$ cat config.mk
export PLATFORM = sky130hd
export DESIGN_NAME = id_stage_flat
export DESIGN_NICKNAME = d
export VERILOG_FILES = /design/src/rtl/id_stage_if.sv /design/src/rtl/id_stage.sv /design/src/flat_wrapper.sv
export SDC_FILE = /design/constraint.sdc
export NUM_CORES = 2
export LEC_CHECK = 0
export BUFFER_PORTS_ARGS = -buffer_cell sky130_fd_sc_hd__buf_2
export CAP_MARGIN = 20
export CORE_MARGIN = 5
export CORE_UTILIZATION = 40
export DETAILED_ROUTE_END_ITERATION = 12
export HOLD_SLACK_MARGIN = 0.12
export SLEW_MARGIN = 20
export SYNTH_ARGS = -nofsm -noshare
export SYNTH_HDL_FRONTEND = slang
export SYNTH_SLANG_ARGS = --single-unit
$ cat constraint.sdc
create_clock -name clk -period 2.5 [get_ports clk]
set_clock_uncertainty 0.1 [all_clocks]
set_input_delay 0.5 -clock clk [delete_from_list [all_inputs] [get_ports clk]]
set_output_delay 0.5 -clock clk [all_outputs]
set_load 0.05 [all_outputs]
$ cat src/rtl/id_stage_if.sv
// Signal bundle between fetch/write-back and the RV32I decode stage.
// The master side drives fetch and write-back inputs and observes the decode outputs.
interface id_stage_if;
  logic [31:0] if_PC_out;
  logic [31:0] if_NPC_out;
  logic [31:0] if_IR_out;
  logic        if_valid_inst_out;
  logic        ex_take_branch_out;
  logic        wb_reg_wr_en;
  logic [4:0]  wb_reg_wr_idx;
  logic [31:0] wb_reg_wr_data;
  logic [31:0] id_PC_out;
  logic [31:0] id_NPC_out;
  logic [31:0] id_IR_out;
  logic        id_valid_inst_out;
  logic [31:0] id_rs1_value;
  logic [31:0] id_rs2_value;
  logic [31:0] id_imm;
  logic [4:0]  id_rd;
  logic        id_reg_wr_en;
  logic        id_illegal;

  modport master (
    output if_PC_out, if_NPC_out, if_IR_out, if_valid_inst_out, ex_take_branch_out,
    output wb_reg_wr_en, wb_reg_wr_idx, wb_reg_wr_data,
    input  id_PC_out, id_NPC_out, id_IR_out, id_valid_inst_out,
    input  id_rs1_value, id_rs2_value, id_imm, id_rd, id_reg_wr_en, id_illegal
  );

  modport slave (
    input  if_PC_out, if_NPC_out, if_IR_out, if_valid_inst_out, ex_take_branch_out,
    input  wb_reg_wr_en, wb_reg_wr_idx, wb_reg_wr_data,
    output id_PC_out, id_NPC_out, id_IR_out, id_valid_inst_out,
    output id_rs1_value, id_rs2_value, id_imm, id_rd, id_reg_wr_en, id_illegal
  );
endinterface

$ cat src/rtl/id_stage.sv
// RV32I decode stage: IF/ID pipeline register, 32x32 register file with
// write-first bypass, immediate generation and destination/illegal decode.
module id_stage #(
  parameter logic [31:0] NOOP_INST = 32'h00000013
) (
  input logic       clk,
  input logic       rst,
  id_stage_if.slave bus
);

  localparam logic [6:0] OP_R       = 7'b0110011;
  localparam logic [6:0] OP_I_ARITH = 7'b0010011;
  localparam logic [6:0] OP_I_LD    = 7'b0000011;
  localparam logic [6:0] OP_JALR    = 7'b1100111;
  localparam logic [6:0] OP_S       = 7'b0100011;
  localparam logic [6:0] OP_B       = 7'b1100011;
  localparam logic [6:0] OP_LUI     = 7'b0110111;
  localparam logic [6:0] OP_AUIPC   = 7'b0010111;
  localparam logic [6:0] OP_JAL     = 7'b1101111;

  logic [31:0]       pc_d, pc_q;
  logic [31:0]       npc_d, npc_q;
  logic [31:0]       ir_d, ir_q;
  logic              valid_d, valid_q;
  logic [31:0][31:0] rf_d, rf_q;

  logic [6:0]  opcode;
  logic [4:0]  rs1_idx, rs2_idx;
  logic        known_op, writes_rd;
  logic [31:0] rs1_val, rs2_val;

  function automatic logic [31:0] gen_imm(input logic [31:0] ir);
    logic [31:0] imm;
    case (ir[6:0])
      OP_I_ARITH, OP_I_LD, OP_JALR: imm = {{20{ir[31]}}, ir[31:20]};
      OP_S:                         imm = {{20{ir[31]}}, ir[31:25], ir[11:7]};
      OP_B:                         imm = {{19{ir[31]}}, ir[31], ir[7], ir[30:25], ir[11:8], 1'b0};
      OP_LUI, OP_AUIPC:             imm = {ir[31:12], 12'b0};
      OP_JAL:                       imm = {{11{ir[31]}}, ir[31], ir[19:12], ir[20], ir[30:21], 1'b0};
      default:                      imm = 32'b0;
    endcase
    return imm;
  endfunction

  // A taken branch squashes the incoming instruction but PC/NPC still advance.
  always_comb begin
    pc_d    = bus.if_PC_out;
    npc_d   = bus.if_NPC_out;
    ir_d    = bus.if_IR_out;
    valid_d = bus.if_valid_inst_out;
    if (bus.ex_take_branch_out) begin
      ir_d    = NOOP_INST;
      valid_d = 1'b0;
    end
  end

  always_comb begin
    rf_d = rf_q;
    if (bus.wb_reg_wr_en && bus.wb_reg_wr_idx != 5'd0)
      rf_d[bus.wb_reg_wr_idx] = bus.wb_reg_wr_data;
  end

  // IF/ID register and register file
  always_ff @(posedge clk) begin
    if (rst) begin
      pc_q    <= 32'b0;
      npc_q   <= 32'b0;
      ir_q    <= NOOP_INST;
      valid_q <= 1'b0;
      rf_q    <= '0;
    end else begin
      pc_q    <= pc_d;
      npc_q   <= npc_d;
      ir_q    <= ir_d;
      valid_q <= valid_d;
      rf_q    <= rf_d;
    end
  end

  assign opcode  = ir_q[6:0];
  assign rs1_idx = ir_q[19:15];
  assign rs2_idx = ir_q[24:20];

  // Write-first: a same-cycle write-back to a source register is forwarded.
  always_comb begin
    rs1_val = rf_q[rs1_idx];
    rs2_val = rf_q[rs2_idx];
    if (bus.wb_reg_wr_en && bus.wb_reg_wr_idx == rs1_idx) rs1_val = bus.wb_reg_wr_data;
    if (bus.wb_reg_wr_en && bus.wb_reg_wr_idx == rs2_idx) rs2_val = bus.wb_reg_wr_data;
    if (rs1_idx == 5'd0) rs1_val = 32'b0;
    if (rs2_idx == 5'd0) rs2_val = 32'b0;
  end

  always_comb begin
    known_op  = 1'b1;
    writes_rd = 1'b0;
    case (opcode)
      OP_R, OP_I_ARITH, OP_I_LD, OP_JALR, OP_LUI, OP_AUIPC, OP_JAL: writes_rd = 1'b1;
      OP_S, OP_B:                                                   writes_rd = 1'b0;
      default:                                                      known_op  = 1'b0;
    endcase
  end

  assign bus.id_PC_out         = pc_q;
  assign bus.id_NPC_out        = npc_q;
  assign bus.id_IR_out         = ir_q;
  assign bus.id_valid_inst_out = valid_q;
  assign bus.id_rs1_value      = rs1_val;
  assign bus.id_rs2_value      = rs2_val;
  assign bus.id_imm            = gen_imm(ir_q);
  assign bus.id_rd             = (valid_q && writes_rd) ? ir_q[11:7] : 5'd0;
  assign bus.id_reg_wr_en      = (bus.id_rd != 5'd0);
  assign bus.id_illegal        = valid_q && !known_op;

endmodule

$ cat src/flat_wrapper.sv
// flat-port wrapper written by rule: the top's interface ports become plain ports
module id_stage_flat 
#(
  parameter logic [31:0] NOOP_INST = 32'h00000013
)
  (clk, rst, bus_if_PC_out, bus_if_NPC_out, bus_if_IR_out, bus_if_valid_inst_out, bus_ex_take_branch_out, bus_wb_reg_wr_en, bus_wb_reg_wr_idx, bus_wb_reg_wr_data, bus_id_PC_out, bus_id_NPC_out, bus_id_IR_out, bus_id_valid_inst_out, bus_id_rs1_value, bus_id_rs2_value, bus_id_imm, bus_id_rd, bus_id_reg_wr_en, bus_id_illegal);
  id_stage_if bus_i ();
  input logic clk;
  input logic rst;
  input wire logic [$bits(bus_i.if_PC_out)-1:0] bus_if_PC_out;
  input wire logic [$bits(bus_i.if_NPC_out)-1:0] bus_if_NPC_out;
  input wire logic [$bits(bus_i.if_IR_out)-1:0] bus_if_IR_out;
  input wire logic [$bits(bus_i.if_valid_inst_out)-1:0] bus_if_valid_inst_out;
  input wire logic [$bits(bus_i.ex_take_branch_out)-1:0] bus_ex_take_branch_out;
  input wire logic [$bits(bus_i.wb_reg_wr_en)-1:0] bus_wb_reg_wr_en;
  input wire logic [$bits(bus_i.wb_reg_wr_idx)-1:0] bus_wb_reg_wr_idx;
  input wire logic [$bits(bus_i.wb_reg_wr_data)-1:0] bus_wb_reg_wr_data;
  output wire logic [$bits(bus_i.id_PC_out)-1:0] bus_id_PC_out;
  output wire logic [$bits(bus_i.id_NPC_out)-1:0] bus_id_NPC_out;
  output wire logic [$bits(bus_i.id_IR_out)-1:0] bus_id_IR_out;
  output wire logic [$bits(bus_i.id_valid_inst_out)-1:0] bus_id_valid_inst_out;
  output wire logic [$bits(bus_i.id_rs1_value)-1:0] bus_id_rs1_value;
  output wire logic [$bits(bus_i.id_rs2_value)-1:0] bus_id_rs2_value;
  output wire logic [$bits(bus_i.id_imm)-1:0] bus_id_imm;
  output wire logic [$bits(bus_i.id_rd)-1:0] bus_id_rd;
  output wire logic [$bits(bus_i.id_reg_wr_en)-1:0] bus_id_reg_wr_en;
  output wire logic [$bits(bus_i.id_illegal)-1:0] bus_id_illegal;
  assign bus_i.if_PC_out = bus_if_PC_out;
  assign bus_i.if_NPC_out = bus_if_NPC_out;
  assign bus_i.if_IR_out = bus_if_IR_out;
  assign bus_i.if_valid_inst_out = bus_if_valid_inst_out;
  assign bus_i.ex_take_branch_out = bus_ex_take_branch_out;
  assign bus_i.wb_reg_wr_en = bus_wb_reg_wr_en;
  assign bus_i.wb_reg_wr_idx = bus_wb_reg_wr_idx;
  assign bus_i.wb_reg_wr_data = bus_wb_reg_wr_data;
  assign bus_id_PC_out = bus_i.id_PC_out;
  assign bus_id_NPC_out = bus_i.id_NPC_out;
  assign bus_id_IR_out = bus_i.id_IR_out;
  assign bus_id_valid_inst_out = bus_i.id_valid_inst_out;
  assign bus_id_rs1_value = bus_i.id_rs1_value;
  assign bus_id_rs2_value = bus_i.id_rs2_value;
  assign bus_id_imm = bus_i.id_imm;
  assign bus_id_rd = bus_i.id_rd;
  assign bus_id_reg_wr_en = bus_i.id_reg_wr_en;
  assign bus_id_illegal = bus_i.id_illegal;
  id_stage #(.NOOP_INST(NOOP_INST)) u_core (.clk(clk), .rst(rst), .bus(bus_i));
endmodule
After elaboration in Yosys (flattened, before gate mapping)

Index checks and enable logic that the tools add are counted.

$lt $le $gt $ge: 4
Eq/ne operators: 11
Muxes and demuxes: 15
Reductions and logical operators: 16

Operators by type and width:

| operator                                                                            | number |
|---|---|
| 1024-bit bitwise mux                                                                | 1 |
| 32-bit binary-select mux with 5-bit select                                          | 2 |
| 32-bit 2-to-1 mux                                                                   | 7 |
| 32-bit demux with 5-bit select                                                      | 1 |
| 32-bit case mux with 5 select lines                                                 | 1 |
| 7-bit by 6-bit == test with 1-bit output, second input constant                     | 3 |
| 7-bit == test, second input constant                                                | 3 |
| 5-bit by 6-bit < comparator with 1-bit output, second input constant                | 3 |
| 7-bit by 5-bit == test with 1-bit output, second input constant                     | 2 |
| 5-bit == test                                                                       | 2 |
| 5-bit zero test                                                                     | 2 |
| 5-bit nonzero test                                                                  | 2 |
| 9-bit OR reduction                                                                  | 1 |
| 7-bit by 2-bit == test with 1-bit output, second input constant                     | 1 |
| 7-bit OR reduction                                                                  | 1 |
| 1-bit logical AND                                                                   | 6 |
| 5-bit by 1-bit greater-or-equal comparator with 1-bit output, second input constant | 1 |
| 5-bit 2-to-1 mux                                                                    | 1 |
| 2-bit OR reduction                                                                  | 2 |
| 3-bit OR reduction                                                                  | 1 |
| 1-bit 2-to-1 mux                                                                    | 2 |
| 1-bit zero test                                                                     | 1 |

Bits in registers: 1,121
Input port bits: 138
Output and inout bits: 200
Logic and storage cells: 82

Logic depth before layout (Yosys ltp)

Depth after elaboration: 6
Depth in mapped cells: 9
Mapped depth without buffers: 5

Worst setup path after synthesis

Ideal clock, no wire load.

Path type: register -> output
From: register u_core.ir_q[15] (netlist: u_core.bus.id_IR_out[15])
To: output bus_id_rs1_value[7]
Data arrival time: 3.232 ns
Data required time: 1.900 ns
Slack: -1.332 ns
Stages on the path, launching flop included: 10
Path buffers: 5
Cells stage by stage: dfxtp_1 -> buf_2 -> buf_4 -> buf_4 -> buf_4 -> nor2_1 -> buf_2 -> a21oi_1 -> a221oi_1 -> o31ai_1

Word-level cells in the longest chain between the ends: 4
Elaborated cells between the ends (all ways): 7
Classes of those cells: 1 x eq/ne; 4 x mux; 2 x reduce/logical

Ends and longest elaborated chain:

| what                                                                         | RTL line                       | text |
|---|---|---|
| start, declared                                                              | id_stage.sv:23                 | `logic [31:0] ir_d, ir_q;` |
| start signal, assigned                                                       | id_stage.sv:74                 | `ir_q <= ir_d;` |
| 32-bit binary-select mux with 5-bit select or 5-bit == test (tied branches)  | id_stage.sv:86, id_stage.sv:88 |  |
| 32-bit 2-to-1 mux (not written as such) or 1-bit logical AND (tied branches) | id_stage.sv:86, id_stage.sv:88 |  |
| 32-bit 2-to-1 mux                                                            | id_stage.sv:88                 | `if (bus.wb_reg_wr_en && bus.wb_reg_wr_idx == rs1_idx) rs1_val = bus.wb_reg_wr_data;` |
| 32-bit 2-to-1 mux *                                                          | id_stage.sv:90                 | `if (rs1_idx == 5'd0) rs1_val = 32'b0;` |
| end, declared                                                                | flat_wrapper.sv:22             | `output wire logic [$bits(bus_i.id_rs1_value)-1:0] bus_id_rs1_value;` |

Every way passes the cells marked *; elsewhere a longest branch is shown, timed or not. The select of a mux whose other input is x is not followed.

Worst setup path in the final report

From: register u_core.ir_q[20] (netlist: u_core.bus.id_IR_out[20])
To: output bus_id_rs2_value[16]

Word-level cells in the longest chain between the ends: 4
Elaborated cells between the ends (all ways): 7
Classes of those cells: 1 x eq/ne; 4 x mux; 2 x reduce/logical

Ends and longest elaborated chain:

| what                                                                         | RTL line                       | text |
|---|---|---|
| 32-bit binary-select mux with 5-bit select or 5-bit == test (tied branches)  | id_stage.sv:87, id_stage.sv:89 |  |
| 32-bit 2-to-1 mux (not written as such) or 1-bit logical AND (tied branches) | id_stage.sv:87, id_stage.sv:89 |  |
| 32-bit 2-to-1 mux                                                            | id_stage.sv:89                 | `if (bus.wb_reg_wr_en && bus.wb_reg_wr_idx == rs2_idx) rs2_val = bus.wb_reg_wr_data;` |
| 32-bit 2-to-1 mux *                                                          | id_stage.sv:91                 | `if (rs2_idx == 5'd0) rs2_val = 32'b0;` |
| end, declared                                                                | flat_wrapper.sv:23             | `output wire logic [$bits(bus_i.id_rs2_value)-1:0] bus_id_rs2_value;` |

Marks and branches as above.

==> key figures <==
Global route
  • Largest net degree at the start of global routing: 205
  • Global-route wire length before repair: 373 mm
  • Antenna violations before repair: 12
  • Total Routing Usage GR: 34.8%
  • Vias in the first global route: 53.6k
  • Global route overflow: 0

Clocking
  • Num CTS Buffers: 118
  • CTS tree: yes
  • H-Tree Depth: 3
  • Clock-pin transition on the worst setup and hold timing paths: 60 ps
  • Max clock buf depth: 3
  • Worst skew pair latency: 760 ps
  • # clock sinks: 1121
  • CTS root buf: clkbuf_16

Logic synthesis
  • Post-synthesis xor/xnor area fraction: 0.112%
  • Top cell type's share of synthesized area: 41.0%
  • Seq/Total Area, Yosys: 41.0%
  • Syn nets: 6291
  • Largest area contributor in the netlist: dfxtp_1
  • Most frequent cell after synthesis: nand2_1
  • Dominant cells by area after synthesis: dfxtp_1 (41%), mux4_2 (19%), nand2_1 (14%)
  • Async S/R FF share, synth: 0%
  • Top cells by count, synth: nand2_1 (2075), dfxtp_1 (1121), a21oi_1 (1078)
  • Library cells used by synthesis: 48
  • Mux share of post-synthesis cell area: 22.4%
  • Synth Area in Compound Gates: 14.5%
  • Post-synth EDFFs: 0
  • Number of synthesized register bits: 1121
  • Adder-Cell Fraction of Synth Area: 0%
  • Top_reg_cell synth: dfxtp_1
  • Largest family of logic cells by synthesized area: multiplexers
  • Synth Cell Area: 54700 µm²
  • Simple-gate portion of the synthesized area: 16.9%
  • Cells after synthesis: 6153
  • Synthesis warning total: 0
  • Avg Inst Size Synth: 8.89 µm²

Placement
  • Input/output buffers: 337
  • Dpl cells: 8488
  • Dpl hpwl: 166 mm
  • Final GP Congestion: 0.952

Power
  • Psw: 11.1 mW
  • Sw Ratio: 26.3%
  • Clock power share: 45.0%
  • Max VDD drop: 0.497 mV
  • P per Cell Area: 550 nW/µm²
  • Internal Power: 31.2 mW
  • Gate power share: 12.0%
  • Reg power frac: 43.0%
  • P_leak: 27.0 nW

Timing
  • Final Cycle Share: 159%
  • Worst rel slew slack: 30.4%
  • Hold slack: 146 ps
  • Fmax: 0.251 GHz
  • Final period demand of the worst path: 3980 ps
  • Final hold vios: 0
  • Final setup margin: -1480 ps
  • Endpoints failing setup: 104
  • RSZ-0062 raised after global routing: yes
  • Tightest Pin Transition: 1040 ps
  • Fin. max-slew vios: 0

Route
  • Via-to-Cell Ratio: 6.21
  • Final ANT Viol Nets: 0
  • Wire per inst: 29.4 µm
  • DR vias: 55.8k
  • Initial DRC Count: 8948
  • Total wire length: 265 mm
  • DRC violations left: 0
  • Drt pass-1 iters: 8

Worst setup path
  • Worst-case reg-to-reg path depth: 3
  • WS Path Type: flop to output pin
  • CP required: 1900 ps
  • R2R setup slack: 1620 ps
  • Crit-path max FO: 6
  • Setup crit end kind: output pin
  • R2R Path Start: u_core.rf_q[314]$_SDFFE_PP0P_
  • Reg2reg end: u_core.rf_q[314]$_SDFFE_PP0P_
  • Startpoint types: flop
  • Worst Setup SP: u_core.bus.id_IR_out[20]$_SDFF_PP0_
  • Critical Path AT: 3380 ps

Finish
  • Fin cells: 8995
  • Layout cell share with drive strength beyond 1: 34.6%
  • Synthesis-to-finish area growth: 40.5%
  • Final Core Density: 56.6%
  • FILL cells: 11.4k
  • Layout Nets: 7246

Floorplan
  • Die width: 380 µm
  • Full die area: 144000 µm²
  • Starting Density: 40.3%
  • CORE AREA: 136000 µm²
  • Die Ht: 380 µm
  • Site Rows: 135
  • # IOs: 338

Status
  • Status: finished, violations left
  • Violated checks: negative setup slack

Job
  • Max-cap violations: 0

Hold path
  • Hold path start: bus_wb_reg_wr_data[23]
  • Worst Hold End: u_core.rf_q[119]$_SDFFE_PP0P_
  • Worst hold path depth: 4
  • Worst hold-check path type: input port to flop
## state kept, by name (all words and copies together), names as in the netlist
| name | cells |
|---|---|
| u_core.bus.id_valid_inst_out | 1 |
| u_core.rf_q | 1024 |
| u_core.bus.id_IR_out | 32 |
| u_core.bus.id_PC_out | 32 |
| u_core.bus.id_NPC_out | 32 |
## how the worst max path moves through the flow
stage                            to  slack, ps  cells past startpoint
2_1_floorplan  bus_id_rs2_value[15]       -420                      6
3_3_place_gp   bus_id_rs2_value[16]       -680                      6
3_5_place_dp   bus_id_rs2_value[16]       -730                      6
4_1_cts        bus_id_rs2_value[31]      -1440                      7
5_1_grt        bus_id_rs2_value[14]      -1480                      8
6_report       bus_id_rs2_value[16]      -1480                      7
## per-stage QoR
step | cell area, µm² | TNS, ps | setup WS, ps | power [mW]
after floorplan | 56400 | -17900 | -420 | 20.9
after global placement | 66900 | -68210 | -680 | 22.7
after detailed placement | 66900 | -70070 | -734 | 22.7
after CTS | 75500 | -94000 | -1440 | 42.0
after global routing | 76800 | -99620 | -1480 | 43.2
final | 76800 | -94720 | -1480 | 42.3
## cell usage in the layout (no fill, tap or decap), types with 32 or more instances in the layout
cell,instances
nand2_2,38
a22oi_2,48
dlygate4sd3_1,116
mux4_2,468
buf_8,60
a221o_2,32
buf_12,273
buf_6,79
nand2_1,2015
a22oi_1,56
nor2b_1,108
buf_4,704
clkbuf_16,128
mux2i_1,111
dfxtp_1,1105
a21oi_1,1044
buf_2,227
## power by group through the flow
| stage | registers (mW) | clock network (mW) | logic, mW |
|---|---|---|---|
| after floorplan | 18.8 | 0 | 2.13 |
| after global placement | 18.6 | 0 | 4.12 |
| after detailed placement | 18.6 | 0 | 4.14 |
| after CTS | 18.2 | 19.1 | 4.74 |
| after global routing | 18.2 | 19.8 | 5.16 |
| final | 18.2 | 19.0 | 5.06 |
## layer usage
metal  vias to the layer above  share of wire, %  GRT usage (%)
met5                         -                 0              0
met4                         0               7.8           22.3
met3                      1052                14           11.0
met2                      4526                42           51.0
met1                     26825                36           44.3
li1                      23424                 -              -
## worst max-delay path, cell delays in order, from the launching register on
cell     delay, ps
dfxtp_4        420
buf_12         150
buf_16         140
mux4_2         520
mux4_2         560
nor2b_1        160
a221o_2        430
buf_8          200
## what timing repair did
| item | in CTS | in global routing |
|---|---|---|
| setup endpoints to repair | 110 | 105 |
| hold buffers | 116 | 0 |
| pin swaps | 97 | 81 |
| cloned | 20 | 8 |
| hold endpoints to repair | 247 | 0 |
| resized for setup | 479 | 194 |
| setup buffers | 86 | 78 |
## logic make-up after synthesis
group           count (synthesis)
flops                        1121
mux                           632
buf+inv                       662
xor+xnor                        7
compound gates               1403
simple gates                 2328
## cell type report
type	count	area [µm²]	share of cell area (%)
Multi-Input combinational cell	4370	32300	42.0
Sequential cell	1121	22500	29.3
Timing Repair Buffer	1487	15600	20.3
Clock buffer	158	3390	4.41
Tap cell	1781	2230	2.90
Clock inverter	59	759	0.989
Inverter	10	37.5	0.0489
Antenna cell	9	22.5	0.0293
(Power assumes the default switching activity.)
